--- src/rtl/des_frame_loader_if.sv ---
// Byte stream, round-pipeline and result-port signals shared between the DES frame loader
// and its environment. The loader attaches through the slave modport.
interface des_frame_loader_if;
  logic [7:0]  in_data;
  logic        in_valid;
  logic        in_ready;
  logic [63:0] plaintext;
  logic [63:0] key;
  logic        select;
  logic [63:0] dectext;
  logic [63:0] res_data;
  logic        res_valid;
  logic        res_ready;
  logic        busy;

  modport master (
    output in_data, in_valid, dectext, res_ready,
    input  in_ready, plaintext, key, select, res_data, res_valid, busy
  );

  modport slave (
    input  in_data, in_valid, dectext, res_ready,
    output in_ready, plaintext, key, select, res_data, res_valid, busy
  );
endinterface

--- src/rtl/des_frame_loader.sv ---
// Byte-serial front end for the DES round pipeline: assembles header/key/data frames,
// waits out the pipeline latency and presents the captured result on a valid/ready port.
module des_frame_loader #(
  parameter int PIPE_LAT = 16
) (
  input  logic clk,
  input  logic rst,
  des_frame_loader_if.slave bus
);

  localparam int CW = $clog2(PIPE_LAT + 1);
  // Pipeline stages register at edges N+1..N+PIPE_LAT, so dectext is sampled one edge later.
  localparam logic [CW-1:0] LAT_END = CW'(PIPE_LAT);

  typedef enum logic [2:0] {S_HDR, S_KEY, S_DATA, S_RUN, S_OUT} state_t;

  state_t         state, state_nx;
  logic           in_ready_c;
  logic [2:0]     byte_cnt;
  logic [CW-1:0]  lat_cnt;
  logic [63:0]    key_sh;
  logic [63:0]    data_sh;
  logic [63:0]    key_q;
  logic [63:0]    plaintext_q;
  logic           select_q;
  logic [63:0]    res_data_q;
  logic           res_valid_q;
  logic           accept;
  logic           last_byte;

  assign accept    = bus.in_valid & in_ready_c;
  assign last_byte = accept && (byte_cnt == 3'd7);

  assign bus.in_ready  = in_ready_c;
  assign bus.plaintext = plaintext_q;
  assign bus.key       = key_q;
  assign bus.select    = select_q;
  assign bus.res_data  = res_data_q;
  assign bus.res_valid = res_valid_q;
  assign bus.busy      = (state != S_HDR);

  // NOTE: sequential state uses non-blocking (<=) so every register samples pre-edge values.
  always_ff @(posedge clk) begin
    if (!rst) state <= S_HDR;
    else      state <= state_nx;
  end

  // NOTE: defaults first so no path through the case leaves a variable unassigned (no latches).
  always_comb begin
    state_nx   = state;
    in_ready_c = 1'b0;
    case (state)
      S_HDR: begin
        in_ready_c = 1'b1;
        if (bus.in_valid) state_nx = bus.in_data[1] ? S_KEY : S_DATA;
      end
      S_KEY: begin
        in_ready_c = 1'b1;
        if (bus.in_valid && byte_cnt == 3'd7) state_nx = S_DATA;
      end
      S_DATA: begin
        in_ready_c = 1'b1;
        if (bus.in_valid && byte_cnt == 3'd7) state_nx = S_RUN;
      end
      S_RUN: begin
        if (lat_cnt == LAT_END) state_nx = S_OUT;
      end
      S_OUT: begin
        if (bus.res_ready) state_nx = S_HDR;
      end
      default: state_nx = S_HDR;
    endcase
  end

  // Shadow registers are reset too, so a frame cut short by reset leaves nothing behind.
  always_ff @(posedge clk) begin
    if (!rst) begin
      byte_cnt    <= 3'd0;
      lat_cnt     <= '0;
      key_sh      <= 64'd0;
      data_sh     <= 64'd0;
      key_q       <= 64'd0;
      plaintext_q <= 64'd0;
      select_q    <= 1'b0;
      res_data_q  <= 64'd0;
      res_valid_q <= 1'b0;
    end else begin
      case (state)
        S_HDR: begin
          if (accept) begin
            select_q <= bus.in_data[0];
            byte_cnt <= 3'd0;
          end
        end
        S_KEY: begin
          if (accept) begin
            key_sh   <= {key_sh[55:0], bus.in_data};
            byte_cnt <= byte_cnt + 3'd1;
            if (last_byte) key_q <= {key_sh[55:0], bus.in_data};
          end
        end
        S_DATA: begin
          if (accept) begin
            data_sh  <= {data_sh[55:0], bus.in_data};
            byte_cnt <= byte_cnt + 3'd1;
            if (last_byte) begin
              plaintext_q <= {data_sh[55:0], bus.in_data};
              lat_cnt     <= '0;
            end
          end
        end
        S_RUN: begin
          if (lat_cnt == LAT_END) begin
            res_data_q  <= bus.dectext;
            res_valid_q <= 1'b1;
          end else begin
            lat_cnt <= lat_cnt + 1'b1;
          end
        end
        S_OUT: begin
          if (bus.res_ready) res_valid_q <= 1'b0;
        end
        default: ;
      endcase
    end
  end

endmodule

--- src/flat_wrapper.sv ---
// flat-port wrapper written by rule: the top's interface ports become plain ports
module des_frame_loader_flat 
#(
  parameter int PIPE_LAT = 16
)
  (clk, rst, bus_in_data, bus_in_valid, bus_dectext, bus_res_ready, bus_in_ready, bus_plaintext, bus_key, bus_select, bus_res_data, bus_res_valid, bus_busy);
  des_frame_loader_if bus_i ();
  input  logic clk;
  input  logic rst;
  input wire logic [$bits(bus_i.in_data)-1:0] bus_in_data;
  input wire logic [$bits(bus_i.in_valid)-1:0] bus_in_valid;
  input wire logic [$bits(bus_i.dectext)-1:0] bus_dectext;
  input wire logic [$bits(bus_i.res_ready)-1:0] bus_res_ready;
  output wire logic [$bits(bus_i.in_ready)-1:0] bus_in_ready;
  output wire logic [$bits(bus_i.plaintext)-1:0] bus_plaintext;
  output wire logic [$bits(bus_i.key)-1:0] bus_key;
  output wire logic [$bits(bus_i.select)-1:0] bus_select;
  output wire logic [$bits(bus_i.res_data)-1:0] bus_res_data;
  output wire logic [$bits(bus_i.res_valid)-1:0] bus_res_valid;
  output wire logic [$bits(bus_i.busy)-1:0] bus_busy;
  assign bus_i.in_data = bus_in_data;
  assign bus_i.in_valid = bus_in_valid;
  assign bus_i.dectext = bus_dectext;
  assign bus_i.res_ready = bus_res_ready;
  assign bus_in_ready = bus_i.in_ready;
  assign bus_plaintext = bus_i.plaintext;
  assign bus_key = bus_i.key;
  assign bus_select = bus_i.select;
  assign bus_res_data = bus_i.res_data;
  assign bus_res_valid = bus_i.res_valid;
  assign bus_busy = bus_i.busy;
  des_frame_loader #(.PIPE_LAT(PIPE_LAT)) u_core (.clk(clk), .rst(rst), .bus(bus_i));
endmodule
--- config.mk ---
export PLATFORM = sky130hd
export DESIGN_NAME = des_frame_loader_flat
export DESIGN_NICKNAME = d
export VERILOG_FILES = /design/src/rtl/des_frame_loader_if.sv /design/src/rtl/des_frame_loader.sv /design/src/flat_wrapper.sv
export SDC_FILE = /design/constraint.sdc
export NUM_CORES = 1
export LEC_CHECK = 0
export ABC_AREA = 1
export CORE_AREA = 2 2 186 188
export CTS_CLUSTER_SIZE = 24
export DETAILED_ROUTE_END_ITERATION = 10
export DIE_AREA = 0 0 188 190
export DONT_BUFFER_PORTS = 1
export PLACE_DENSITY = 0.6
export SETUP_SLACK_MARGIN = 0.2
export SYNTH_ARGS = -nofsm -noshare
export SYNTH_HDL_FRONTEND = slang
export SYNTH_SLANG_ARGS = --single-unit
--- constraint.sdc ---
create_clock -name clk -period 2.29 [get_ports clk]
set_input_delay 0.458 -clock clk [delete_from_list [all_inputs] [get_ports clk]]
set_output_delay 0.458 -clock clk [all_outputs]
set_load 0.005 [all_outputs]
==> impl_metrics.toml <==
[global_route]
antenna_found_initial = 1
grt_max_degree = 128
grt_first_pass_wirelength_mm = 49.6
overflow = 0
grt_use_total_pct = 16.8
grt_pass1_vias = 8869

[finish]
syn_to_final_growth_pct = 11.8
final_area_um2 = 13000
num_antenna_cells = 0
nets = 1475
nFillCells = 3497
seqCellArea_um2 = 6350
multi_input_area_um2 = 4530
drive_gt1_share_pct = 6.28

[drt]
drtAntennaViolNets = 0
viasPerCell = 5.08
dr.pass1.iters = 5
routed_wl_mm = 31.0
vias = 9510
routedWlPerCell_um = 16.6
drc = 0
detail_route.iter0.violations = 685

[power_and_ir_drop]
clkPwrFrac_pct = 44.6
internal_power_uw = 9720
p_per_area_nw_per_um2 = 1010
power_frac_seq_pct = 45.8
switchingPower_uw = 3430
ir_drop_uv = 476
leakage_uw = 0.00452
switching_share_pct = 26.1
p_comb_share_pct = 9.6

[yosys]
yosys-top-cells-area = "dfxtp_1 55%, a21oi_1 8.5%, nand3_1 8.4%, nor2_1 8.3%, nand2_1 6.8%"
yosys.area.top_type = "dfxtp_1"
synthCells = 1459
synth_top_area_share_pct = 54.7
synth_enable_flop_cells = 0
async_reset_ff_share_pct = 0
synth_area_um2 = 11600
synth_nets = 1539
ys_seq_elements = 317
synth_common_cells = "317 x dfxtp_1, 258 x nor2_1, 211 x nand2_1"
yosysUniqueCellTypes = 28
synth_most_common_cell = "dfxtp_1"
ys.warnings.count = 0
synth_ff_type = "dfxtp_1"
avgSynthCellArea_um2 = 7.95
synth-seq-area-share_pct = 54.7

[clock_network]
root_buffer = "clkbuf_16"
cts_buffer_depth = 3
cts.reportedPaths.clkPinSlew_ps = 60
cts_htree_levels = 2
clock_latency_ps = 520
ctsResizeCount = 0
cts_tree = "built"
cts-hold-fix-buffers = 0
cts_made_buffers = 36
post_cts_buffers = 0
cts_sinks = 317

[worst_setup_path]
reg2reg_depth = 8
worst-r2r-setup-slack_ps = 390
crit_type = "reg -> out"
startpoint = "u_core.state[1]"
critPathMaxFanout = 10
endpoint = "bus_busy"
endpoint_kind = "primary output"
crit_path_start_kind = "flop"
crit_arrival_ps = 1490
r2r-start = "u_core.state[1]"
r2r_end = "u_core.bus.res_data[19]"
cp.required_ps = 1830

[floorplanning]
die_w_um = 188
core_area_um2 = 33900
num_rows = 68
design.die.area_um2 = 35700
io_pins = 272
initial_core_util_pct = 34.2
fp.dieH_um = 190

[place]
placed_area_um2 = 11800
gp_congestion = 0.769
dp_hpwl_mm = 19.2
port-buffer-count = 0

[timing]
finalHoldViolCount = 0
worst_pin_slew_ps = 588
maxSlewHeadroom_pct = 60.8
maxSlewViolCount = 0
clock_skew_ps = 21.6
setup_viol = 0
fmax_mhz = 514
rsz0062_at_grt = "false"
final.setup.tns_ps = 0
period_share_pct = 85.0
min_period_ps = 1950

[flow_run]
cap_viol_max_count = 0

[hold_path]
hold_class = "in -> reg"

[outcome]
status = "finished, final reports clean"
[per-layer routing]
layer / track usage [%] / vias up / part of all wire (%)
li1: - / 4714 / -
met1: 21.6 / 4422 / 43
met2: 26.6 / 324 / 46
met3: 6.25 / 48 / 9.2
met4: 4.48 / 2 / 1.9
met5: 0 / - / 0.042
[worst min path at each step]
stage                  startpoint            endpoint  slack, ps  cells after the start
4_1_cts                       rst     u_core.state[0]         50                      2
6_report           bus_in_data[0]    u_core.key_sh[0]         80                      2
3_3_place_gp   u_core.data_sh[49]  u_core.data_sh[49]        450                      2
3_5_place_dp   u_core.data_sh[51]  u_core.data_sh[51]        460                      2
2_1_floorplan  u_core.data_sh[55]  u_core.data_sh[55]        440                      2
5_1_grt            bus_in_data[2]    u_core.key_sh[2]         60                      2
[state kept, by name, summed over array words and instances (netlist names)]
register,flops
u_core.bus.select,1
u_core.bus.res_data,64
u_core.state,3
u_core.byte_cnt,3
u_core.data_sh,56
u_core.key_sh,56
u_core.bus.plaintext,64
u_core.bus.res_valid,1
u_core.bus.key,64
u_core.lat_cnt,5
[cell type report]
cell class / instances / area share, %
Sequential cell: 317 / 48.9
Inverter: 18 / 0.598
Clock buffer: 53 / 8.31
Clock inverter: 8 / 1.03
Tap cell: 455 / 4.39
Timing Repair Buffer: 18 / 1.84
Multi-Input combinational cell: 1004 / 34.9
[layout by cell type, fill, tap and decap left out, drive strengths merged, types with 18 or more instances in the layout]
cell type,instances
dfxtp,317
inv,19
nor2,261
nand2,214
nand3,197
o21ai,124
a21oi,198
clkbuf,53
buf,18
[per-stage QoR]
step                cells  utilization, %  power, uW  hold WS (ps)  setup WS, ps
global route         1873            38.2      13700          62.1           227
floorplan            1459               -       7120           440           716
CTS                  1873            38.2      13300          49.8           218
global placement     1812            34.6       7380           451           296
detailed placement   1812            34.6       7410           456           220
finish               1873            38.2      13100          75.9           344
[power groups by stage]
| stage | Combinational (uW) | Sequential (uW) | Clock [uW] |
|---|---|---|---|
| floorplan | 1080 | 6040 | 0 |
| detailed placement | 1260 | 6140 | 0 |
| finish | 1260 | 6030 | 5860 |
| global route | 1430 | 6060 | 6240 |
| global placement | 1250 | 6140 | 0 |
| CTS | 1270 | 6030 | 6010 |
[worst max-delay path, cell delays in order, from the launching register on]
cell and delay (ps):
dfxtp_1 400, nor2_1 320, nand2_1 240
[cell families after synthesis]
kind of cell | synth area share (%)
simple gates | 24.5
compound gates | 14.0
flops | 54.7
buf+inv | 6.36
fa+ha+maj | 0.431
Power figures use the tool's default switching activity.
